[src/rtl/ccmp_rx_hdr_parser.sv]
// ---------------------------------------------------------------------------
// ccmp_rx_hdr_parser
//
// Walks the 802.11 MAC header and the CCMP header of a received MPDU, one
// byte per valid cycle, and extracts what the CCMP decryption engine needs:
// the two addresses feeding the nonce/AAD, the 48-bit packet number, the key
// ID and the length of the encrypted payload (MPDU minus MAC header, CCMP
// header, MIC and FCS).
//
// The header layout is decided by three frame-control flags latched on the
// fly: a4 (ToDS && FromDS adds Address4), qos (QoS data subtype adds the QoS
// control field) and htc (order bit adds the HT control field, only
// meaningful for QoS frames).
//
// Ports
//   macCoreClk      in   clock
//   nPRst           in   asynchronous active-low reset
//   nSRst           in   synchronous active-low software reset
//   rxStart_p       in   start of a received MPDU (restarts the parse)
//   rxByteValid_p   in   rxByte carries a byte this cycle
//   rxByte          in   MPDU byte, air order
//   rxMpduLen       in   MPDU length incl. FCS, stable from rxStart_p
//   rxError_p       in   reception aborted
//   rcDestId        out  Address1, first air byte at [47:40]
//   rcSourceId      out  Address2, first air byte at [47:40]
//   rcSfc           out  packet number {PN5..PN0}
//   rxAddress4Pres  out  Address4 present
//   rxQoSFrame      out  QoS data frame
//   rxTID           out  QoS TID
//   rxQoS7          out  QoS control bit 7
//   rcKeyId         out  key ID from the CCMP header
//   rcPayloadLen    out  encrypted payload length in bytes
//   hdrDone_p       out  one-cycle pulse, header accepted, outputs valid
//   hdrError_p      out  one-cycle pulse, header rejected
// ---------------------------------------------------------------------------
module ccmp_rx_hdr_parser #(
    parameter int MIC_LEN = 8
) (
    input  logic        macCoreClk,
    input  logic        nPRst,
    input  logic        nSRst,
    input  logic        rxStart_p,
    input  logic        rxByteValid_p,
    input  logic [7:0]  rxByte,
    input  logic [15:0] rxMpduLen,
    input  logic        rxError_p,
    output logic [47:0] rcDestId,
    output logic [47:0] rcSourceId,
    output logic [47:0] rcSfc,
    output logic        rxAddress4Pres,
    output logic        rxQoSFrame,
    output logic [3:0]  rxTID,
    output logic        rxQoS7,
    output logic [1:0]  rcKeyId,
    output logic [15:0] rcPayloadLen,
    output logic        hdrDone_p,
    output logic        hdrError_p
);

    localparam logic [3:0] S_IDLE    = 4'd0;
    localparam logic [3:0] S_FC      = 4'd1;
    localparam logic [3:0] S_DUR     = 4'd2;
    localparam logic [3:0] S_ADDR1   = 4'd3;
    localparam logic [3:0] S_ADDR2   = 4'd4;
    localparam logic [3:0] S_ADDR3   = 4'd5;
    localparam logic [3:0] S_SEQ     = 4'd6;
    localparam logic [3:0] S_ADDR4   = 4'd7;
    localparam logic [3:0] S_QOS     = 4'd8;
    localparam logic [3:0] S_HTC     = 4'd9;
    localparam logic [3:0] S_CCMPHDR = 4'd10;
    localparam logic [3:0] S_DONE    = 4'd11;

    logic [3:0]  r_state;
    logic [2:0]  r_byteCnt;
    logic        r_qos;
    logic        r_a4;
    logic        r_htc;
    logic        r_extIv;
    logic        r_qosFrame;
    logic [47:0] r_destId;
    logic [47:0] r_sourceId;
    logic [47:0] r_sfc;
    logic [3:0]  r_tid;
    logic        r_qos7;
    logic [1:0]  r_keyId;
    logic [15:0] r_payloadLen;
    logic        r_hdrDone;
    logic        r_hdrError;

    logic        w_parsing;
    logic        w_fieldLast;
    logic [3:0]  w_nextField;
    logic [5:0]  w_addrLsb;
    logic [2:0]  w_pnIdx;
    logic [5:0]  w_pnLsb;
    logic [5:0]  w_hdrLen;
    logic [16:0] w_payloadLen;
    logic        w_hdrOk;

    // Only the header states consume bytes; IDLE waits for a start and DONE
    // freezes the result until the next frame.
    assign w_parsing = (r_state >= S_FC) && (r_state <= S_CCMPHDR);

    // Byte lanes: addresses fill MSB-first, PN bytes 0,1 then 4..7 map to
    // PN0,PN1 then PN2..PN5 (bytes 2 and 3 of the CCMP header are not PN).
    assign w_addrLsb = {3'd5 - r_byteCnt, 3'b000};
    assign w_pnIdx   = (r_byteCnt < 3'd4) ? r_byteCnt : (r_byteCnt - 3'd2);
    assign w_pnLsb   = {w_pnIdx, 3'b000};

    // Header length and remaining encrypted payload; bit 16 of the 17-bit
    // difference flags an MPDU too short to hold header, MIC and FCS.
    assign w_hdrLen = 6'd24 + (r_a4 ? 6'd6 : 6'd0) + (r_qos ? 6'd2 : 6'd0)
                    + ((r_qos && r_htc) ? 6'd4 : 6'd0);
    assign w_payloadLen = {1'b0, rxMpduLen} - {11'd0, w_hdrLen} - 17'd12
                        - 17'(MIC_LEN);
    assign w_hdrOk = r_extIv && !w_payloadLen[16];

    // Last byte index of the field currently being consumed.
    always_comb begin
        w_fieldLast = 1'b0;
        case (r_state)
            S_FC, S_DUR, S_SEQ, S_QOS:     w_fieldLast = (r_byteCnt == 3'd1);
            S_ADDR1, S_ADDR2, S_ADDR3,
            S_ADDR4:                       w_fieldLast = (r_byteCnt == 3'd5);
            S_HTC:                         w_fieldLast = (r_byteCnt == 3'd3);
            S_CCMPHDR:                     w_fieldLast = (r_byteCnt == 3'd7);
            default:                       w_fieldLast = 1'b0;
        endcase
    end

    // Field sequencing; the optional fields are skipped according to the
    // frame-control flags latched during FC.
    always_comb begin
        w_nextField = S_IDLE;
        case (r_state)
            S_FC:    w_nextField = S_DUR;
            S_DUR:   w_nextField = S_ADDR1;
            S_ADDR1: w_nextField = S_ADDR2;
            S_ADDR2: w_nextField = S_ADDR3;
            S_ADDR3: w_nextField = S_SEQ;
            S_SEQ:   w_nextField = r_a4 ? S_ADDR4 : (r_qos ? S_QOS : S_CCMPHDR);
            S_ADDR4: w_nextField = r_qos ? S_QOS : S_CCMPHDR;
            S_QOS:   w_nextField = r_htc ? S_HTC : S_CCMPHDR;
            S_HTC:   w_nextField = S_CCMPHDR;
            default: w_nextField = S_IDLE;
        endcase
    end

    // Main parser. Start beats abort, abort beats byte consumption, so a
    // frame killed on its final byte never produces a pulse.
    always_ff @(posedge macCoreClk or negedge nPRst) begin
        if (!nPRst) begin
            r_state      <= S_IDLE;
            r_byteCnt    <= 3'd0;
            r_qos        <= 1'b0;
            r_a4         <= 1'b0;
            r_htc        <= 1'b0;
            r_extIv      <= 1'b0;
            r_qosFrame   <= 1'b0;
            r_destId     <= 48'd0;
            r_sourceId   <= 48'd0;
            r_sfc        <= 48'd0;
            r_tid        <= 4'd0;
            r_qos7       <= 1'b0;
            r_keyId      <= 2'd0;
            r_payloadLen <= 16'd0;
            r_hdrDone    <= 1'b0;
            r_hdrError   <= 1'b0;
        end else if (!nSRst) begin
            r_state      <= S_IDLE;
            r_byteCnt    <= 3'd0;
            r_qos        <= 1'b0;
            r_a4         <= 1'b0;
            r_htc        <= 1'b0;
            r_extIv      <= 1'b0;
            r_qosFrame   <= 1'b0;
            r_destId     <= 48'd0;
            r_sourceId   <= 48'd0;
            r_sfc        <= 48'd0;
            r_tid        <= 4'd0;
            r_qos7       <= 1'b0;
            r_keyId      <= 2'd0;
            r_payloadLen <= 16'd0;
            r_hdrDone    <= 1'b0;
            r_hdrError   <= 1'b0;
        end else begin
            r_hdrDone  <= 1'b0;
            r_hdrError <= 1'b0;
            if (rxStart_p) begin
                r_state   <= S_FC;
                r_byteCnt <= 3'd0;
            end else if (rxError_p) begin
                r_state   <= S_IDLE;
                r_byteCnt <= 3'd0;
            end else if (rxByteValid_p && w_parsing) begin
                case (r_state)
                    S_FC: begin
                        if (r_byteCnt == 3'd0) begin
                            r_qos <= (rxByte[3:2] == 2'b10) && rxByte[7];
                        end else begin
                            r_a4       <= rxByte[0] && rxByte[1];
                            r_htc      <= rxByte[7];
                            r_qosFrame <= r_qos;
                        end
                    end
                    S_ADDR1: r_destId[w_addrLsb +: 8]   <= rxByte;
                    S_ADDR2: r_sourceId[w_addrLsb +: 8] <= rxByte;
                    S_QOS: begin
                        if (r_byteCnt == 3'd0) begin
                            r_tid  <= rxByte[3:0];
                            r_qos7 <= rxByte[7];
                        end
                    end
                    S_CCMPHDR: begin
                        if (r_byteCnt == 3'd3) begin
                            r_extIv <= rxByte[5];
                            r_keyId <= rxByte[7:6];
                        end else if (r_byteCnt != 3'd2) begin
                            r_sfc[w_pnLsb +: 8] <= rxByte;
                        end
                    end
                    default: ;
                endcase

                if (w_fieldLast) begin
                    r_byteCnt <= 3'd0;
                    if (r_state == S_CCMPHDR) begin
                        // ExtIV has been latched from byte 3 by now, so the
                        // verdict is taken as the final PN byte arrives.
                        if (w_hdrOk) begin
                            r_state      <= S_DONE;
                            r_hdrDone    <= 1'b1;
                            r_payloadLen <= w_payloadLen[15:0];
                        end else begin
                            r_state      <= S_IDLE;
                            r_hdrError   <= 1'b1;
                            r_payloadLen <= 16'd0;
                        end
                    end else begin
                        r_state <= w_nextField;
                    end
                end else begin
                    r_byteCnt <= r_byteCnt + 3'd1;
                end
            end
        end
    end

    assign rcDestId       = r_destId;
    assign rcSourceId     = r_sourceId;
    assign rcSfc          = r_sfc;
    assign rxAddress4Pres = r_a4;
    assign rxQoSFrame     = r_qosFrame;
    assign rxTID          = r_tid;
    assign rxQoS7         = r_qos7;
    assign rcKeyId        = r_keyId;
    assign rcPayloadLen   = r_payloadLen;
    assign hdrDone_p      = r_hdrDone;
    assign hdrError_p     = r_hdrError;

endmodule

[config.mk]
export PLATFORM = sky130hd
export DESIGN_NAME = ccmp_rx_hdr_parser
export DESIGN_NICKNAME = d
export VERILOG_FILES = /design/src/rtl/ccmp_rx_hdr_parser.sv
export SDC_FILE = /design/constraint.sdc
export NUM_CORES = 1
export LEC_CHECK = 0
export CAP_MARGIN = 20
export CORE_AREA = 2 2 146 176
export DETAILED_ROUTE_END_ITERATION = 12
export DIE_AREA = 0 0 148 178
export GPL_ROUTABILITY_DRIVEN = 0
export PLACE_DENSITY = 0.56
export SLEW_MARGIN = 20
export SYNTH_ARGS = -nofsm -noshare
export SYNTH_HDL_FRONTEND = slang
export SYNTH_SLANG_ARGS = --single-unit
[constraint.sdc]
create_clock -name macCoreClk -period 3.1 [get_ports macCoreClk]
set_input_delay 0.775 -clock macCoreClk [delete_from_list [all_inputs] [get_ports macCoreClk]]
set_output_delay 0.775 -clock macCoreClk [all_outputs]
set_load 0.03 [all_outputs]
**Yosys cells after proc, flatten, opt, wreduce, memory -nomap -nowiden**

Cells that the tools add are included.

- Bits in latches: 0
- Memories kept: 0
- Input bits: 30
- Memory bits (read-only): 0
- Bits in registers: 181
- Bits in writable memories: 0

- Multiplexer cells: 110
- Magnitude comparators: 3
- Reduce and logical (&&, ||, !) cells: 19
- Shift-type cells: 4
- Equal/unequal tests: 32
- $mul: 0
- Add/subtract/negate cells: 11
- Bitwise logic cells: 0
- Divide/modulo/power cells: 0

Operators by type and width:

| cell | count |
|---|---|
| 48-bit two-way mux | 17 |
| 48-bit bitwise mux | 3 |
| 16-bit two-way mux | 7 |
| 8-bit by 8-bit variable shift with 48-bit output, first input constant | 2 |
| 8-bit by 8-bit variable part select with 48-bit output | 2 |
| 4-bit two-way mux | 14 |
| 1-bit two-way mux | 50 |
| 4-bit one-hot mux with 9 select lines | 1 |
| 17-bit by 4-bit subtractor with 17-bit output, second input constant | 2 |
| 5-bit AND reduction | 5 |
| 3-bit two-way mux | 8 |
| 2-bit by 1-bit inequality test with 1-bit output, second input constant | 10 |
| 2-bit two-way mux | 9 |
| 16-bit by 6-bit subtractor with 17-bit output | 1 |
| 4-bit by 3-bit == test with 1-bit output, second input constant | 4 |
| 6-bit negation with 8-bit output | 2 |
| 4-bit == test, second input constant | 3 |
| 4-bit by 2-bit == test with 1-bit output, second input constant | 2 |
| 2-bit inequality test, second input constant | 4 |
| 4-bit by 1-bit inequality test with 1-bit output, second input constant | 2 |
| 4-bit AND reduction | 2 |
| 4-bit OR reduction | 2 |
| 5-bit by 3-bit adder with 6-bit output, first input constant | 1 |
| 6-bit by 2-bit adder with 6-bit output | 1 |
| 19 further kinds | 25 |

**Longest topological paths before layout**

- Depth after elaboration: 16
- Gate-level depth with buffers: 13

**Worst setup path after synthesis**

OpenSTA, ideal clock, no wires.

- Kind: register to register
- From: reg r_a4, in the netlist rxAddress4Pres
- To: reg r_payloadLen[14], in the netlist rcPayloadLen[14]
- Stages on the path, launching flop included: 14
- Setup slack: 0.181 ns
- Buffers on the path: 0
- Clock period less this slack: 2.919 ns
- Library setup time: 0.083 ns
- Arrival time: 2.836 ns
- Path through: dfrtp_1 > inv_1 > ha_1 > inv_1 > ha_1 > inv_1 > ha_1 > inv_1 > fa_1 > nand2b_1 > a31o_2 > a31oi_1 > o21ai_0 > o21ai_0

- Longest elaborated chain between the ends: 16

RTL lines:

| what | line | RTL |
|---|---|---|
| start: declaration | 76 | `logic r_a4;` |
| start signal: assignment | 201 | `r_a4 <= rxByte[0] && rxByte[1];` |
| 3-bit two-way mux * | 112 | `assign w_hdrLen = 6'd24 + (r_a4 ? 6'd6 : 6'd0) + (r_qos ? 6'd2 : 6'd0)` |
| 5-bit by 3-bit adder with 6-bit output * | 112 |  |
| 6-bit by 2-bit adder with 6-bit output * | 112 |  |
| 6-bit by 3-bit adder with 6-bit output * | 113 | `+ ((r_qos && r_htc) ? 6'd4 : 6'd0);` |
| 16-bit by 6-bit subtractor with 17-bit output * | 114 | `assign w_payloadLen = {1'b0, rxMpduLen} - {11'd0, w_hdrLen} - 17'd12` |
| 17-bit by 4-bit subtractor with 17-bit output * | 114 |  |
| 17-bit by 4-bit subtractor with 17-bit output * | 115 | `- 17'(MIC_LEN);` |
| 1-bit zero test | 116 | `assign w_hdrOk = r_extIv && !w_payloadLen[16];` |
| 1-bit logical AND | 116 |  |
| 16-bit two-way mux * | 230 | `if (w_hdrOk) begin` |
| 16-bit two-way mux * | 227 | `if (r_state == S_CCMPHDR) begin` |
| 16-bit two-way mux * | 225 | `if (w_fieldLast) begin` |
| 16-bit two-way mux * | 195 | `end else if (rxByteValid_p && w_parsing) begin` |
| 16-bit two-way mux * | 192 | `end else if (rxError_p) begin` |
| 16-bit two-way mux * | 189 | `if (rxStart_p) begin` |
| 16-bit two-way mux * | 169 | `end else if (!nSRst) begin` |
| end signal: assignment | 233 | `r_payloadLen <= w_payloadLen[15:0];` |
| end: declaration | 86 | `logic [15:0] r_payloadLen;` |

Every way passes the cells marked *; elsewhere a longest branch is shown, timed or not. The select of a mux whose other input is x is not followed.
A chain may end at the register's enable or synchronous reset.

**Final worst setup path**

- From: in rxMpduLen[2]
- To: reg r_payloadLen[14], in the netlist rcPayloadLen[14]

- Longest elaborated chain between the ends: 12

RTL lines:

| what | line | RTL |
|---|---|---|
| start: declaration | 45 | `input logic [15:0] rxMpduLen,` |
| 16-bit by 6-bit subtractor with 17-bit output * | 114 |  |
| 17-bit by 4-bit subtractor with 17-bit output * | 114 |  |
| 17-bit by 4-bit subtractor with 17-bit output * | 115 |  |
| 1-bit zero test | 116 |  |
| 1-bit logical AND | 116 |  |
| 16-bit two-way mux * | 230 |  |
| 16-bit two-way mux * | 227 |  |
| 16-bit two-way mux * | 225 |  |
| 16-bit two-way mux * | 195 |  |
| 16-bit two-way mux * | 192 |  |
| 16-bit two-way mux * | 189 |  |
| 16-bit two-way mux * | 169 |  |

Marked as above.

==> results.md <==
- The run finished with clean final reports.
- The nature of the critical path startpoint is an input port.
- The clock transition at the registers of the reported paths is 0.08 ns.
- The upper clock frequency limit is 0.341 GHz.
- The core region is 0.0246 mm^2.
- The type of destination of the critical path is a flop.
- The number of top-level pins is 201.
- Input and output buffers added on the ports amount to 200.
- The cell count after synthesis came out at approximately 790.
- After synthesis the netlist holds a flip-flop and latch count of ~180.
- The type of the worst setup path is input port to flop.
- The worst path needs 2.93 ns of the cycle, external delays included.
- The count of endpoints failing hold in the final timing report came to 0.
- For this block, the initial DRC count from the detailed router was 311.
- CTS built an H-tree with a depth of 4.
- The worst path uses 94.5% of the clock period.
- For this run, asynchronously set or reset flops after synthesis account for 100%.
- The number of maximum-capacitance constraint violations is 0.
- The final non-filler cell total is 1,337.
- The x dimension of the die is 148 um.
- The number of different library cells used by synthesis comes to 68.
- The floorplan has 63 rows.
- The number of buffers added by the clock tree synthesis step is 17.
- The largest net degree at the start of global routing is ~80.
- The initial antenna violation count was 0.
- The initial core utilization is between 30% and 40%.
- TritonCTS built the clock tree.
- The global routing usage on met3 is under 10%.
- The number of placed instances, taps included, is 1,305.
- The portion of the post-synthesis area used by sequential elements is 53.3%.
- Among all flip-flop cells after synthesis, the most frequent one is sky130_fd_sc_hd__dfrtp_1.
- met2 is the most crowded layer.
- sky130_fd_sc_hd__dfrtp_1 takes more of the synthesized area than any other cell.
- The worst hold-check path type is input port to async pin.
- Between clock sinks in the finished design, the worst skew comes to 0.0124 ns.
- The setup-violating endpoint count in the final report is 0.
- The number of flops mapped to enable cells by yosys is 0.
- The number of setup buffers added after CTS is 0.
- The worst vdd rail ir drop is 0.366 mV.
- For this design the ratio of total power to cell area is 412 mW/mm^2.
- The aggregate routed wire length is 25,600 um.
- The number of pins exceeding their max-slew limit in the final report is 0.
- The final routed DRC violation total is 0.
- Data on the critical path arrives at its endpoint at 3.20 ns.
- The largest fanout on the critical path is 7.
- The first global-routing pass estimated 40,600 um of wire.
- The number of global-route vias before repair is between 6,000 and 7,000.
- The via total after detailed routing is roughly 6,700.
- The clock sink total is between 150 and 200.
- The worst slack after detailed placement is -0.282 ns.
- In this run the static leakage power is 5.37 nW.
- The repair_antennas step left the layout with diodes totalling 0.
- The per-instance average area after synthesis is 10.8 um^2.
- Clock tree synthesis selected as its root buffer the cell sky130_fd_sc_hd__clkbuf_16.
- The final HPWL from detailed placement is 17,900 um.
- By instance count, the cell type seen most on the critical path is sky130_fd_sc_hd__inv_1.
- The number of detailed-route iterations in the first pass is 4.
- The routed via count divided by cell count is 5.01.
- The leftover overflow at the end of global routing is 0.
- The final net count is 1,054.
- Measured against its own limit, the worst slew margin works out to 33.1%.
- The slew of the pin with the lowest slew margin is 0.990 ns.
- For this run, the number of Yosys warnings is 0.
- The worst-path cell with the longest stage delay is sky130_fd_sc_hd__clkdlybuf4s50_1.
- The ratio of cells with drive above 1 in the final layout is between 10% and 20%.
- In the layout the commonest cells are 199 x sky130_fd_sc_hd__clkdlybuf4s50_1, 181 x sky130_fd_sc_hd__dfrtp_1, 114 x sky130_fd_sc_hd__nor2_1.
- After synthesis, the largest area contributor takes up a little over half of total cell area.
- The net count after synthesis is 840.
- The area growth from synthesis to layout is 38.0%.
- In this design, the stage delay of the slowest critical-path cell is approximately 0.45 ns.
- The critical path goes through clkdlybuf4s50_1 -> inv_1 -> ha_1 -> inv_1 -> ha_1 -> inv_1 -> fa_1 -> nand2b_1 -> a31o_2 -> buf_4 -> and3b_1 -> o21ai_0 -> o21ai_0.
- Ranked by total cell area, the synthesized netlist is headed by sky130_fd_sc_hd__dfrtp_1 53%, sky130_fd_sc_hd__mux2i_1 10%, sky130_fd_sc_hd__nor2_1 5.0%, sky130_fd_sc_hd__a22o_1 4.7%, sky130_fd_sc_hd__ha_1 3.5%.
- The die area is 0.0263 mm^2.
- The clock network latency to the later pin of the worst-skew pair is 0.43 ns.
- The global routing usage on met1 is 26.5%.
- The data required time at the worst endpoint is 3.37 ns.
- The average wire length per cell after detail routing is 19.2 um.
- The mapped netlist covers 0.00849 mm^2.
- The maximum root-to-sink buffer count is 2.
- The most frequent standard cell in the layout excluding fill and tap cells is sky130_fd_sc_hd__clkdlybuf4s50_1.
- Setup repair after global routing left no endpoint under its margin.
- The met2 usage in global routing is 31.8%.
- Setup slack on the critical path of the routed design comes to 0.171 ns.
- The detail route stage leaves a number of antenna-violating nets equal to 0.
- The global-route usage over all layers is 19.8%.
- The die height is 178 um.
[what timing repair did]
item                       4_1_cts  5_1_grt
setup endpoints to repair        0        7
hold buffers                     0        0
resized for setup                0        2
[power by group]
group / leakage, nW / switching, mW / internal (mW)
Clock: 0.281 / 1.07 / 1.08
Sequential: 2.53 / 0.00450 / 2.36
Combinational: 2.56 / 0.210 / 0.0979
Total: 5.37 / 1.29 / 3.54
[critical path, delay by kind of cell]
kind / cells / cell delay [ns]
adders and majority gates: 3 / 0.81
buffers and inverters: 5 / 0.77
AOI/OAI and AO/OA: 3 / 0.49
and+or+nand+nor: 2 / 0.34
[synthesized netlist by cell type (all sizes together), types with 2 or more instances]
cell type	number
o21ai	36
a21oi	17
nand4b	7
mux2	2
a22o	46
nor4b	2
o311ai	3
a21boi	2
ha	24
a211oi	2
nor3	10
xnor2	6
o31a	2
nand2	48
a2111oi	2
or3	4
mux2i	87
nor2b	6
and3	4
a31oi	2
o41ai	3
and2	3
buf	23
o32ai	2
nor2	114
nand4	8
nand3	40
inv	21
or4	3
or2	2
a31o	2
a21o	3
clkbuf	31
and4	4
dfrtp	181
nand2b	7
nor4	4
o31ai	9
[metal layers]
layer / wire [um] / vias to the layer above
met5: 0 / -
met4: 422 / 0
met3: 1400 / 16
met2: 12300 / 150
met1: 11500 / 3318
li1: - / 3212
[cells by family after synthesis]
family,after synthesis,synth area share (%)
and+or+nand+nor,271,15.8
DFF,181,53.3
AOI/OAI and AO/OA,138,12.3
muxes,89,10.5
buffers and inverters,75,3.71
adders and majority gates,25,3.77
xor gates and xnor gates,6,0.619
[sequential cells by signal, summed over array words and instances, names as in the netlist, 2 cells and up]
signal / flops
r_byteCnt: 3
r_state: 4
rcDestId: 48
rcKeyId: 2
rcPayloadLen: 16
rcSfc: 48
rcSourceId: 48
rxTID: 4
[per-stage QoR]
step	instance area (um^2)	TNS (ns)	power (mW)	utilization, %	hold slack, ns
global route	11700	0	5.01	47.7	0.307
detailed placement	11100	-4.76	2.72	45.2	0.471
finish	11700	0	4.82	47.7	0.294
floorplan	8490	0	2.54	-	0.479
global placement	11100	-3.35	2.72	45.2	0.460
CTS	11700	0	4.89	47.6	0.301
[final timing paths]
check / slack, ns / depth (start not counted) / from / to
setup / recovery: 0.17 / 13 / rxMpduLen[2] / rcPayloadLen[14]$_DFFE_PN0P_
hold / removal: 0.29 / 1 / nPRst / rcDestId[9]$_DFFE_PN0P_
setup reg to reg: 0.24 / 13 / rxAddress4Pres$_DFFE_PN0P_ / rcPayloadLen[14]$_DFFE_PN0P_
hold reg to reg: 0.48 / 2 / rcSourceId[31]$_DFFE_PN0P_ / rcSourceId[31]$_DFFE_PN0P_
max in group asynchronous: 2.13 / 2 / nPRst / rcSourceId[36]$_DFFE_PN0P_
min in group macCoreClk: 0.48 / 2 / rcSourceId[31]$_DFFE_PN0P_ / rcSourceId[31]$_DFFE_PN0P_
[final cells by class]
cell class | count | area [um^2]
clock buffers | 17 | 425
clock inverters | 15 | 165
fillers | 2338 | 12900
inverters | 21 | 80.1
multi-input cells | 529 | 3680
flip-flops and latches | 181 | 4530
well taps | 325 | 407
repair buffers | 249 | 2440
Power figures use the tool's default switching activity.
